### config.mk
export PLATFORM = sky130hd
export DESIGN_NAME = edge_pulse_generator
export DESIGN_NICKNAME = d
export VERILOG_FILES = /design/src/rtl/edge_gen_pkg.sv /design/src/rtl/edge_gen_pend_ctr.sv /design/src/rtl/edge_pulse_generator.sv
export SDC_FILE = /design/constraint.sdc
export NUM_CORES = 1
export LEC_CHECK = 0
export ABC_AREA = 1
export BUFFER_PORTS_ARGS = -buffer_cell sky130_fd_sc_hd__buf_4
export CAP_MARGIN = 25
export CORE_MARGIN = 2
export CORE_UTILIZATION = 40
export DETAILED_ROUTE_END_ITERATION = 10
export GPL_TIMING_DRIVEN = 0
export PLACE_DENSITY_LB_ADDON = 0.08
export SYNTH_ARGS = -nofsm -noshare
export SYNTH_HDL_FRONTEND = slang
export SYNTH_SLANG_ARGS = --single-unit
### constraint.sdc
create_clock -name clk -period 2.45 [get_ports clk]
set_input_delay 0.245 -clock clk [delete_from_list [all_inputs] [get_ports clk]]
set_output_delay 0.245 -clock clk [all_outputs]
set_load 0.1 [all_outputs]
### src/rtl/edge_gen_pkg.sv
// Shared types and helpers for the edge pulse generator.
// Contents: FSM state encoding, timer-width helper, parameter legality check.
// Imported by edge_pulse_generator and edge_gen_pend_ctr.
package edge_gen_pkg;

  typedef enum logic [1:0] {
    IDLE = 2'd0,
    HIGH = 2'd1,
    LOW  = 2'd2
  } state_t;

  // Ceiling log2; returns 0 for v <= 1.
  function automatic int clog2(input int v);
    int r;
    int x;
    r = 0;
    x = v - 1;
    while (x > 0) begin
      r++;
      x = x >> 1;
    end
    return r;
  endfunction

  // Timer counts down from (phase length - 1), so clog2 of the longer phase
  // is enough. Kept at least one bit wide for the 1/1 corner case.
  function automatic int timer_w(input int high_cycles, input int low_cycles);
    int m;
    m = (high_cycles > low_cycles) ? high_cycles : low_cycles;
    return (clog2(m) < 1) ? 1 : clog2(m);
  endfunction

  function automatic bit legal_params(input int high_cycles, input int low_cycles,
                                      input int pend_w);
    return (high_cycles >= 1) && (low_cycles >= 1) && (pend_w >= 1);
  endfunction

endpackage

### src/rtl/edge_gen_pend_ctr.sv
// Saturating up/down counter holding requests that are queued behind the
// current pulse. Ports: clk/rst_n, inc_i/dec_i requests, cnt_o value,
// full_o/empty_o status, drop_o flags an increment lost to saturation.
module edge_gen_pend_ctr
  import edge_gen_pkg::*;
#(
  parameter int W = 4
) (
  input  logic         clk,
  input  logic         rst_n,
  input  logic         inc_i,
  input  logic         dec_i,
  output logic [W-1:0] cnt_o,
  output logic         full_o,
  output logic         empty_o,
  output logic         drop_o
);

  logic [W-1:0] cnt_q;
  logic [W-1:0] cnt_d;
  logic         dec_ok;

  assign full_o  = (cnt_q == {W{1'b1}});
  assign empty_o = (cnt_q == '0);
  // A decrement on an empty counter is ignored so it can never underflow.
  assign dec_ok  = dec_i & ~empty_o;
  // Increment and decrement together cancel, so only a lone increment
  // against a full counter loses a request.
  assign drop_o  = inc_i & ~dec_ok & full_o;
  assign cnt_o   = cnt_q;

  always_comb begin
    cnt_d = cnt_q;
    if (inc_i && !dec_ok && !full_o) begin
      cnt_d = cnt_q + W'(1);
    end else if (dec_ok && !inc_i) begin
      cnt_d = cnt_q - W'(1);
    end
  end

  always_ff @(posedge clk or negedge rst_n) begin
    if (!rst_n) begin
      cnt_q <= '0;
    end else begin
      cnt_q <= cnt_d;
    end
  end

endmodule

### src/rtl/edge_pulse_generator.sv
// Turns single-cycle request strobes into spaced pulses on d_out (HIGH_CYCLES
// high, at least LOW_CYCLES low), queueing requests that arrive mid-pulse.
// Ports: clk, rst_n, req in; d_out, busy, done, pend_cnt out; overflow out
// only when EDGE_GEN_OVERFLOW_EN is defined (sticky request-drop flag).
module edge_pulse_generator
  import edge_gen_pkg::*;
#(
  parameter int HIGH_CYCLES = 2,
  parameter int LOW_CYCLES  = 2,
  parameter int PEND_W      = 4
) (
  input  logic              clk,
  input  logic              rst_n,
  input  logic              req,
  output logic              d_out,
  output logic              busy,
  output logic              done,
`ifdef EDGE_GEN_OVERFLOW_EN
  output logic              overflow,
`endif
  output logic [PEND_W-1:0] pend_cnt
);

  localparam int TW = timer_w(HIGH_CYCLES, LOW_CYCLES);
  localparam logic [TW-1:0] HI_INIT = TW'(HIGH_CYCLES - 1);
  localparam logic [TW-1:0] LO_INIT = TW'(LOW_CYCLES - 1);

  if (!legal_params(HIGH_CYCLES, LOW_CYCLES, PEND_W)) begin : g_illegal
    $error("edge_pulse_generator: HIGH_CYCLES, LOW_CYCLES and PEND_W must be >= 1");
  end

  state_t          state_q;
  state_t          state_d;
  logic [TW-1:0]   timer_q;
  logic [TW-1:0]   timer_d;
  logic            d_out_q;
  logic            done_q;

  logic            pend_full;
  logic            pend_empty;
  logic            pend_drop;
  logic            low_end;
  logic            start;
  logic            pend_dec;
  logic            direct;
  logic            pend_inc;

  // A new pulse may begin from IDLE or on the edge that closes a LOW phase.
  // A queued request always goes first; a req on that same edge is then
  // queued behind it, otherwise the req is consumed without touching the queue.
  assign low_end  = (state_q == LOW) && (timer_q == '0);
  assign start    = ((state_q == IDLE) || low_end) && (req || !pend_empty);
  assign pend_dec = start && !pend_empty;
  assign direct   = start && pend_empty && req;
  assign pend_inc = req && !direct;

  edge_gen_pend_ctr #(
    .W (PEND_W)
  ) u_pend_ctr (
    .clk     (clk),
    .rst_n   (rst_n),
    .inc_i   (pend_inc),
    .dec_i   (pend_dec),
    .cnt_o   (pend_cnt),
    .full_o  (pend_full),
    .empty_o (pend_empty),
    .drop_o  (pend_drop)
  );

  always_comb begin
    state_d = state_q;
    timer_d = timer_q;
    case (state_q)
      IDLE: begin
        if (start) begin
          state_d = HIGH;
          timer_d = HI_INIT;
        end
      end
      HIGH: begin
        if (timer_q != '0) begin
          timer_d = timer_q - TW'(1);
        end else begin
          state_d = LOW;
          timer_d = LO_INIT;
        end
      end
      LOW: begin
        if (timer_q != '0) begin
          timer_d = timer_q - TW'(1);
        end else if (start) begin
          state_d = HIGH;
          timer_d = HI_INIT;
        end else begin
          state_d = IDLE;
          timer_d = '0;
        end
      end
      default: begin
        state_d = IDLE;
        timer_d = '0;
      end
    endcase
  end

  // d_out is registered alongside the state so it is glitch-free and high
  // exactly while the FSM sits in HIGH.
  always_ff @(posedge clk or negedge rst_n) begin
    if (!rst_n) begin
      state_q <= IDLE;
      timer_q <= '0;
      d_out_q <= 1'b0;
      done_q  <= 1'b0;
    end else begin
      state_q <= state_d;
      timer_q <= timer_d;
      d_out_q <= (state_d == HIGH);
      done_q  <= low_end;
    end
  end

  assign d_out = d_out_q;
  assign done  = done_q;
  assign busy  = (state_q != IDLE) || !pend_empty;

`ifdef EDGE_GEN_OVERFLOW_EN
  logic overflow_q;

  always_ff @(posedge clk or negedge rst_n) begin
    if (!rst_n) begin
      overflow_q <= 1'b0;
    end else if (pend_drop) begin
      overflow_q <= 1'b1;
    end
  end

  assign overflow = overflow_q;
`endif

  // Status bits not needed by every build configuration.
  logic unused_pend_status;
  assign unused_pend_status = ^{pend_full, pend_drop};

endmodule

==> metrics.txt <==
outcome finished clean; Final period util 73.7%; sequential area share after synthesis 43.4%; Required @ worst endpoint 2.61 ns; Routed WL 951 um; Tot GR Track Use 16.0%; Max-Cap Viols 0; Die Span Y 40.0 um; Vias/cell 4.77; vias in the first global route 378; wire length per cell 10.1 um; Clock Path Buffers 2; highest clock rate 554 MHz; via count 448; initial core utilization 44.9%; Avg Inst Size Synth 7.87 um^2; Die Wd 40.0 um; cells after synthesis 66; clock skew 0.00179 ns; Area contributors post-synth dfrtp_1 (43%), nand2_1 (13%), nand3_1 (6.7%); CTS Buf Count 3; largest area contributor in the netlist dfrtp_1; Site Rows 12; DR iter-0 viols 5; clock sinks 9; Clock Latency Late Sink 0.27 ns; PortBufs 9; Yosys warning count 0; post-synth net total 72; Hold Path Class input port to flip-flop; Clock transition at path regs 0.06 ns; Yosys top cell area share 43.4%; Setup Viol. Count Final 0; Top-Level Pins 10; CTS resizes 0; Post-Route Setup TNS 0 ns; Area Overhead vs Synth 23.6%; Async S/R FF share, synth 100%; Core Region 0.00116 mm^2; worst-path maximum fanout 7; initial antenna violation count 0; Remaining DRCs 0; Crit Path Class flip-flop to flip-flop; ys flop type dfrtp_1; RSZ-0062 raised after global routing no; #FFs+latches synth 9; final hold vios 0; pin count of the biggest net entering global routing 10; post-layout minimum cycle time 1.81 ns; fraction of layout cells with a size suffix above 1 25.0%; first-pass GRT wire length 1530 um; Critical Path Source Type flip-flop; grt ovf 0; relative slew slack 81.6%; # diodes 0; Root Buffer clkbuf_4; Pre-antenna DRT Iters 2; Least-Margin Pin Slew 0.278 ns; layout net count 87; Placer Congestion 0.840; top post-synthesis cells by count nand2_1 (18), dfrtp_1 (9), inv_1 (8); CTS tree yes; die area 0.00160 mm^2; most common cell in the netlist nand2_1; Routed Antenna Nets 0; CTS HTree Levels 1; Critical Path AT 1.96 ns; Worst Setup End Kind flip-flop; Synth cell types 17; Post-synth EDFFs 0; final slew viol count 0; hpwl dp 764 um; Fillers 113; Post-Syn Area 519 um^2
worst paths after layout:
check                               startpoint                   to  slack [ns]  depth (start not counted)
min reg2reg                         state_q[1]                d_out        0.52                          1
min                                        req                d_out        0.28                          3
max in group asynchronous                rst_n           state_q[0]        1.99                          2
max                        u_pend_ctr.cnt_o[1]  u_pend_ctr.cnt_o[3]        0.64                         13
max reg2reg                u_pend_ctr.cnt_o[1]  u_pend_ctr.cnt_o[3]        0.64                         13
min in group asynchronous                rst_n                d_out        0.33                          2
state kept, by name, summed over array words and instances, names as in the netlist:
signal / flops
u_pend_ctr.cnt_o: 4
state_q: 2
d_out: 1
done: 1
timer_q: 1
per-layer routing:
layer  track usage (%)  part of all wire [%]  vias up
met5                 0                     0        -
met4              10.3                   2.4        0
met3              10.0                   6.7        5
met2              24.2                    47        9
met1              16.3                    44      197
li1                  -                     -      237
critical path, stage by stage (launching register included):
cell     delay, ns
dfrtp_1       0.45
nand2_1       0.10
nor2_1        0.05
nor2_2        0.13
inv_2         0.10
ha_1          0.33
nand2_1       0.08
nand2_1       0.04
nor2_1        0.14
inv_1         0.05
nand2_1       0.08
nand2_1       0.05
nand2_1       0.05
nand2_1       0.05
placed cells by master, fill, tap and decap left out, types with 2 or more instances in the layout:
cell type	count
nand2_1	18
clkbuf_4	3
nor2_1	7
nand2_2	3
inv_1	8
buf_4	9
ha_1	2
nand3_1	7
o31ai_1	2
dfrtp_1	9
inv_2	2
kinds of logic after synthesis:
family          count (synthesis)  synth area share (%)
xor+xnor                        1                  1.69
simple gates                   38                  33.3
buf+inv                        10                  7.23
flops                           9                  43.4
compound gates                  5                  5.78
fa+ha+maj                       3                  8.67
cell type report:
class                   count  area (um^2)  area share (%)
flip-flops and latches      9          225            35.1
clock inverters             1         5.00           0.780
well taps                  14         17.5            2.73
multi-input cells          47          256            40.0
repair buffers             10         77.6            12.1
inverters                  10         37.5            5.85
clock buffers               3         22.5            3.51
per-stage QoR:
| stage | std cells | cell area, um^2 | setup slack (ns) | hold slack [ns] | util, % |
|---|---|---|---|---|---|
| 6_report | 94 | 642 | 0.645 | 0.281 | 55.5 |
| 5_1_grt | 94 | 642 | 0.499 | 0.320 | 55.5 |
| 4_1_cts | 94 | 642 | 0.629 | 0.270 | 55.5 |
| 3_5_place_dp | 89 | 604 | 0.642 | 0.0714 | 52.3 |
| 3_3_place_gp | 89 | 604 | 0.668 | 0.0719 | 52.3 |
| 2_1_floorplan | 66 | 519 | 0.176 | -0.0506 | - |
what timing repair did:
item | 4_1_cts | 5_1_grt
hold buffers | 1 | 0
setup endpoints to repair | 0 | 0
setup buffers | 0 | 0
hold endpoints to repair | 9 | 0
Power is not shown: default switching activity piles up to over one toggle a cycle in this logic, so the estimate is an artifact.
